$ cat config.mk
export PLATFORM = sky130hd
export DESIGN_NAME = seq_signed_mult_core
export DESIGN_NICKNAME = d
export VERILOG_FILES = /design/src/rtl/seq_mult_pkg.sv /design/src/rtl/seq_mult_step_ctr.sv /design/src/rtl/seq_signed_mult_core.sv
export SDC_FILE = /design/constraint.sdc
export NUM_CORES = 1
export LEC_CHECK = 0
export BUFFER_PORTS_ARGS = -buffer_cell sky130_fd_sc_hd__buf_2
export CAP_MARGIN = 20
export CORE_MARGIN = 2
export CORE_UTILIZATION = 60
export CTS_CLUSTER_DIAMETER = 200
export CTS_CLUSTER_SIZE = 10
export DETAILED_ROUTE_END_ITERATION = 10
export MAX_ROUTING_LAYER = met4
export PLACE_DENSITY = 0.81
export SETUP_SLACK_MARGIN = 0.15
export SLEW_MARGIN = 15
export SYNTH_ARGS = -nofsm -noshare
export SYNTH_HDL_FRONTEND = slang
export SYNTH_HIERARCHICAL = 1
export SYNTH_SLANG_ARGS = --single-unit
$ cat constraint.sdc
create_clock -name clk -period 6 [get_ports clk]
set_clock_uncertainty 0.15 [all_clocks]
set_input_delay 1.2 -clock clk [delete_from_list [all_inputs] [get_ports clk]]
set_output_delay 1.2 -clock clk [all_outputs]
set_load 0.005 [all_outputs]
$ cat src/rtl/seq_mult_pkg.sv
// Shared definitions for the sequential signed multiplier: default widths and FSM encoding.
// Optional early exit is controlled by SEQ_MULT_EARLY_EXIT_EN in seq_signed_mult_core.
package seq_mult_pkg;

    localparam int W_DEF  = 8;
    localparam int CW_DEF = 4;

    typedef enum logic [1:0] {
        IDLE = 2'b00,
        RUN  = 2'b01,
        FIN  = 2'b10
    } state_t;

endpackage

$ cat src/rtl/seq_mult_step_ctr.sv
// Mod-W step counter with enable, synchronous clear and terminal-count output.
module seq_mult_step_ctr
    import seq_mult_pkg::*;
#(
    parameter int W  = W_DEF,
    parameter int CW = CW_DEF
) (
    input  logic          clk,
    input  logic          reset,
    input  logic          en,
    input  logic          clr,
    output logic [CW-1:0] count,
    output logic          tc
);

    localparam logic [CW-1:0] LAST = CW'(W - 1);

    assign tc = en && (count == LAST);

    // Clear wins over enable so an early exit lands on step 0.
    always_ff @(posedge clk) begin
        if (!reset) begin
            count <= '0;
        end else if (clr) begin
            count <= '0;
        end else if (en) begin
            count <= (count == LAST) ? '0 : count + 1'b1;
        end
    end

endmodule

$ cat src/rtl/seq_signed_mult_core.sv
// Shift-add signed multiplier: magnitudes are multiplied one bit per clock, sign applied in FIN.
// Define SEQ_MULT_EARLY_EXIT_EN to leave RUN as soon as the remaining multiplier bits are zero.
module seq_signed_mult_core
    import seq_mult_pkg::*;
#(
    parameter int W  = W_DEF,
    parameter int CW = CW_DEF
) (
    input  logic            clk,
    input  logic            reset,
    input  logic            start,
    input  logic [W-1:0]    multiplicand,
    input  logic [W-1:0]    multiplier,
    output logic            busy,
    output logic            done,
    output logic [2*W-1:0]  product,
    output logic [CW-1:0]   step
);

    // Handshake: start is a request taken only while busy==0 (otherwise dropped, not queued);
    // done is a one-cycle valid with no ready, product stays put until the next accepted start.

    state_t         state, state_nxt;
    logic [W-1:0]   mcand_mag, mplier_mag, mplier_nxt;
    logic           neg;
    logic [2*W-1:0] acc;
    logic           load, ctr_en, ctr_clr, tc, exit_clr, run_last;

    function automatic logic [W-1:0] mag(input logic [W-1:0] x);
        return x[W-1] ? (~x + 1'b1) : x;
    endfunction

    assign mplier_nxt = mplier_mag >> 1;

`ifdef SEQ_MULT_EARLY_EXIT_EN
    assign exit_clr = (mplier_nxt == '0);
`else
    assign exit_clr = 1'b0;
`endif
    assign run_last = tc || exit_clr;

    seq_mult_step_ctr #(.W(W), .CW(CW)) u_step_ctr (
        .clk   (clk),
        .reset (reset),
        .en    (ctr_en),
        .clr   (ctr_clr),
        .count (step),
        .tc    (tc)
    );

    always_ff @(posedge clk) begin
        if (!reset) begin
            state <= IDLE;
        end else begin
            state <= state_nxt;
        end
    end

    always_comb begin
        state_nxt = IDLE;
        case (state)
            IDLE:    state_nxt = start ? RUN : IDLE;
            RUN:     state_nxt = run_last ? FIN : RUN;
            FIN:     state_nxt = IDLE;
            default: state_nxt = IDLE;
        endcase
    end

    always_comb begin
        busy    = 1'b0;
        load    = 1'b0;
        ctr_en  = 1'b0;
        ctr_clr = 1'b0;
        case (state)
            IDLE: begin
                load    = start;
                ctr_clr = start;
            end
            RUN: begin
                busy    = 1'b1;
                ctr_en  = 1'b1;
                ctr_clr = exit_clr;
            end
            FIN:     busy = 1'b1;
            default: ;
        endcase
    end

    // Negating a zero accumulator yields zero, so no special case is needed for -0.
    always_ff @(posedge clk) begin
        if (!reset) begin
            mcand_mag  <= '0;
            mplier_mag <= '0;
            neg        <= 1'b0;
            acc        <= '0;
            product    <= '0;
            done       <= 1'b0;
        end else begin
            done <= (state == FIN);
            if (load) begin
                mcand_mag  <= mag(multiplicand);
                mplier_mag <= mag(multiplier);
                neg        <= multiplicand[W-1] ^ multiplier[W-1];
                acc        <= '0;
            end else if (state == RUN) begin
                if (mplier_mag[0]) begin
                    acc <= acc + ({{W{1'b0}}, mcand_mag} << step);
                end
                mplier_mag <= mplier_nxt;
            end else if (state == FIN) begin
                product <= neg ? -acc : acc;
            end
        end
    end

endmodule

# == Word-level counts from Yosys, hierarchy flattened ==
# Cells that the tools add are included.
# totals
inputBits,19
reg_bits,56
# classes
bitwise,6
n_addsub,5
n_reduce_logical,7
n_shift,1
eq_ne,3
n_mux,12
# op_table
cell,n
8-bit 2-to-1 mux,4
16-bit adder,1
"8-bit by 1-bit adder with 8-bit output, second input constant",2
16-bit 2-to-1 mux,1
16-bit negator,1
8-bit NOT,2
8-bit by 4-bit left shift with 16-bit output,1
"4-bit by 1-bit adder with 4-bit output, second input constant",1
"4-bit by 3-bit equality test with 1-bit output, second input constant",1
1-bit 2-to-1 mux,4
4-bit 2-to-1 mux,1
2-bit one-hot mux with 2 select lines,1
2-bit OR reduction,2
1-bit NOT,3
3-bit AND reduction,1
"2-bit by 1-bit equality test with 1-bit output, second input constant",1
"2-bit equality test, second input constant",1
2-bit zero test,1
2-bit 2-to-1 mux,1
2-bit AND reduction,1
2-bit nonzero test,1
1-bit logical AND,1
1-bit XOR,1

# == Longest topological paths before layout ==
# depth
ltp_word,5
mapped_depth,16
ltp_nobuf,13

# == Hierarchy ==
# The synthesis kept the hierarchy.
# modules_own_cells
mod,area_per_inst_um2,cells_per_inst,seq_area_each_um2,instances
seq_signed_mult_core,3653.5,455,1041.0,1
seq_mult_step_ctr,180.2,18,80.1,1

# == Least setup slack after synthesis ==
# Ideal clock, no wire load.
# synth_path
kind,register to register
from,register u_step_ctr.count[1]
to,register acc[14]
required_time_ns,5.718
period_less_slack_ns,3.318
setup_time_ns,0.132
stages_incl_launch_ff,15
slack_ns,2.682
n_path_buf,2
arrival_time_ns,3.036
cell_sequence,dfxtp_1 -> buf_6 -> clkbuf_1 -> mux2i_1 -> nand2_1 -> o21ai_1 -> mux2i_1 -> nor2b_1 -> ha_1 -> and3_1 -> a221oi_2 -> nor3_1 -> or4_1 -> nand3_1 -> a21oi_1
# synth_between
elab_chain_cells,2
# synth_rtl
item,line,text
start: declaration,seq_mult_step_ctr.sv:12,"output logic [CW-1:0] count,"
start signal: assignment,seq_mult_step_ctr.sv:27,count <= (count == LAST) ? '0 : count + 1'b1;
8-bit by 4-bit left shift with 16-bit output,seq_signed_mult_core.sv:107,"acc <= acc + ({{W{1'b0}}, mcand_mag} << step);"
16-bit adder,seq_signed_mult_core.sv:107,
end signal: assignment,seq_signed_mult_core.sv:107,
end: declaration,seq_signed_mult_core.sv:26,logic [2*W-1:0] acc;
# No other way between the ends.
# A chain may end at the register's enable or synchronous reset.

# == Final worst setup path ==
# Ends and elaborated chain as after synthesis.

==> flow_summary.toml <==
[synth]
yosysSeqAreaShare_pct = 29.2
yosys.area_share.simple_pct = 21.4
synth_top_area_cell = "dfxtp_1"
synth_nets = 515
synth_area_leaders = "dfxtp_1, nand2_1, ha_1"
synth_flop_cell = "dfxtp_1"
synth_top_area_share_pct = 29.2
synth_compound_area_share_pct = 22.2
synthMuxAreaShare_pct = 6.56
syn_area_mm2 = 0.00383
postSynthCellCount = 473
synthAdderAreaFrac_pct = 7.70
synth_seq_cells = 56
avgSynthCellArea_um2 = 8.11
synth_edf_count = 0
synth_top_family_by_area = "compound AO/OA/AOI/OAI gates"
synthArstFlopShare_pct = 0
synth_xor_area_share_pct = 8.68
synth.distinct_cells = 55
yosysWarnings = 6

[worst_setup_path]
path_cells = "mux2_2, o21ai_1, mux2i_1, nor2b_1, ha_1, and3_1, a221oi_2, nor3_1, or4_1, nand3_1, a21oi_1"
worstSetupEndpoint = "acc[14]"
crit_start = "u_step_ctr/count[1]"
crit_path_end_kind = "flip-flop"
worstPathMaxFanout = 19
r2r_setup_slack_ns = 2.33
startpoint_type = "flip-flop"
critPathArrivalTime_ns = 3.70
rr_startpoint = "u_step_ctr/count[1]"
slowest_delay_ns = 0.75
r2r_cells = 11
worstPathRequired_ns = 6.03
critPathKind = "flip-flop to flip-flop"
timing.rr.end = "acc[14]"
critPathSlowestCell = "dfxtp_1"

[clock_network]
clkLatencyLatePin_ns = 0.31
post_cts_resized = 0
cts_buffer_depth = 2
hold_buffers = 0
cts_sinks = 56
clk_pin_slew_ns = 0.10
cts_made_buffers = 5
tritoncts = "built"
post-cts-setup-buffers = 0
root_buffer = "clkbuf_8"
htree_levels = 2

[sta]
setup_ws_ns = 2.33
relSlewSlack_pct = 46.8
grt_setup_unrepaired = "false"
fin_crit_ns = 3.67
drv_slew = 0
fmax_mhz = 273
setup_violations = 0
tightest_slew_ns = 0.799
fin_tns_setup_ns = 0
hold_violations = 0
period_share_pct = 61.1

[layout]
n_antenna_cell = 0
mostFrequentLayoutCell = "nand2_1"
drive_gt1_share_pct = 11.9
fin_util_pct = 65.9
area.growth.synth_to_final_pct = 7.83
final_cells = 571
nets = 535
layout_common_cells = "nand2_1, dfxtp_1, buf_2, o211a_1"

[die]
fp-row-count = 29
die_area_mm2 = 0.00705
die_x_um = 83.9
core_mm2 = 0.00628
start_util_pct = 61.1
io_pins = 41
fp.dieH_um = 83.9

[worst_hold_path]
holdPathStages = 2
worstHoldPathType = "flip-flop to flip-flop"

[grt]
grt_usage_pct = 26.1
grt_max_degree = 41
grt_first_pass_wirelength_um = 15000
gr-total-overflow = 0
first_global_vias = 3133
antenna_found_initial = 0

[detailed_routing]
drt_wl_total_um = 8570
vias_per_cell = 6.01
route.detailed.drc = 0
via_count = 3431
postRouteAntennaNets = 0
wire_per_inst_um = 15.0
drt_first_pass_iters = 5
drtIter0Drc = 215

[place]
place_ws_ns = 2.38
hpwl_um = 6490
port_buffers = 40
gp_congestion = 0.950
dp.cells = 563

[pwr]
power_per_cell_area_mw_per_mm2 = 185
irDropWorstVdd_mv = 0.162
leakagePower_nw = 1.99
power_mw = 0.764

[outcome]
status = "finished clean"

[job]
cap_viol_max_count = 0
## per-stage QoR
step | hold slack [ns] | area [um^2]
final | 0.322 | 4130
after detailed placement | 0.308 | 4020
after floorplan | 0.307 | 3830
after global placement | 0.305 | 4020
after global routing | 0.353 | 4130
after CTS | 0.326 | 4130
## state kept, by name, indices dropped and copies added (netlist names)
register,flops
acc,16
mcand_mag,8
neg,1
u_step_ctr/count,4
mplier_mag,8
state,2
product,16
done,1
## cell families (layout without fill, tap and decap cells)
group	after synthesis	count (layout)
adder cells (fa/ha/maj)	23	23
multiplexers	21	21
buffers and inverters	39	60
AO/OA/AOI/OAI	119	119
flip-flops	56	56
AND/OR/NAND/NOR	177	177
XOR/XNOR	38	38
## synth_stat cells (10+ instances only)
cell type  count
a21oi_1       23
clkbuf_1      24
dfxtp_1       56
ha_1          22
mux2i_1       15
nand2_1       95
nor2_1        23
o211a_1       24
o21ai_0       10
o22ai_1       10
xnor2_1       21
xor2_1        17
## worst min-delay path by stage
| stage | start | to | slack, ns |
|---|---|---|---|
| 6_report | product[14] | product[14] | 0.32 |
| 3_5_place_dp | product[14] | product[14] | 0.31 |
| 5_1_grt | product[14] | product[14] | 0.35 |
| 3_3_place_gp | product[12] | product[12] | 0.30 |
| 4_1_cts | product[14] | product[14] | 0.33 |
| 2_1_floorplan | acc[15] | acc[15] | 0.31 |
## cell type report
class                      count  area (um^2)
fill                         541         2140
multi-input combinational    378         2560
clock inverter                 3         42.5
sequential                    56         1120
tap                           77         96.3
timing repair buffer          41          208
inverter                      11         41.3
clock buffer                   5         68.8
## metal layers
| metal | part of all wire, % | up-vias | GRT usage (%) |
|---|---|---|---|
| li1 | - | 1718 | - |
| met2 | 47 | 80 | 42.8 |
| met3 | 3.6 | 13 | 2.47 |
| met1 | 48 | 1620 | 34.7 |
| met5 | 0 | - | - |
| met4 | 1.1 | 0 | 7.33 |
## report_power, final
group | internal (mW) | total [mW] | switching [mW]
Sequential | 0.383 | 0.398 | 0.0152
Clock | 0.124 | 0.248 | 0.124
Combinational | 0.0511 | 0.119 | 0.0674
## worst max-delay path, delay by kind of cell (launching register included)
family | cells | cell delay [ns]
compound gates | 3 | 0.68
mux | 2 | 0.54
simple gates | 5 | 1.04
fa+ha+maj | 1 | 0.37
flops | 1 | 0.75
Note: power is estimated with default switching activity, not from simulation.
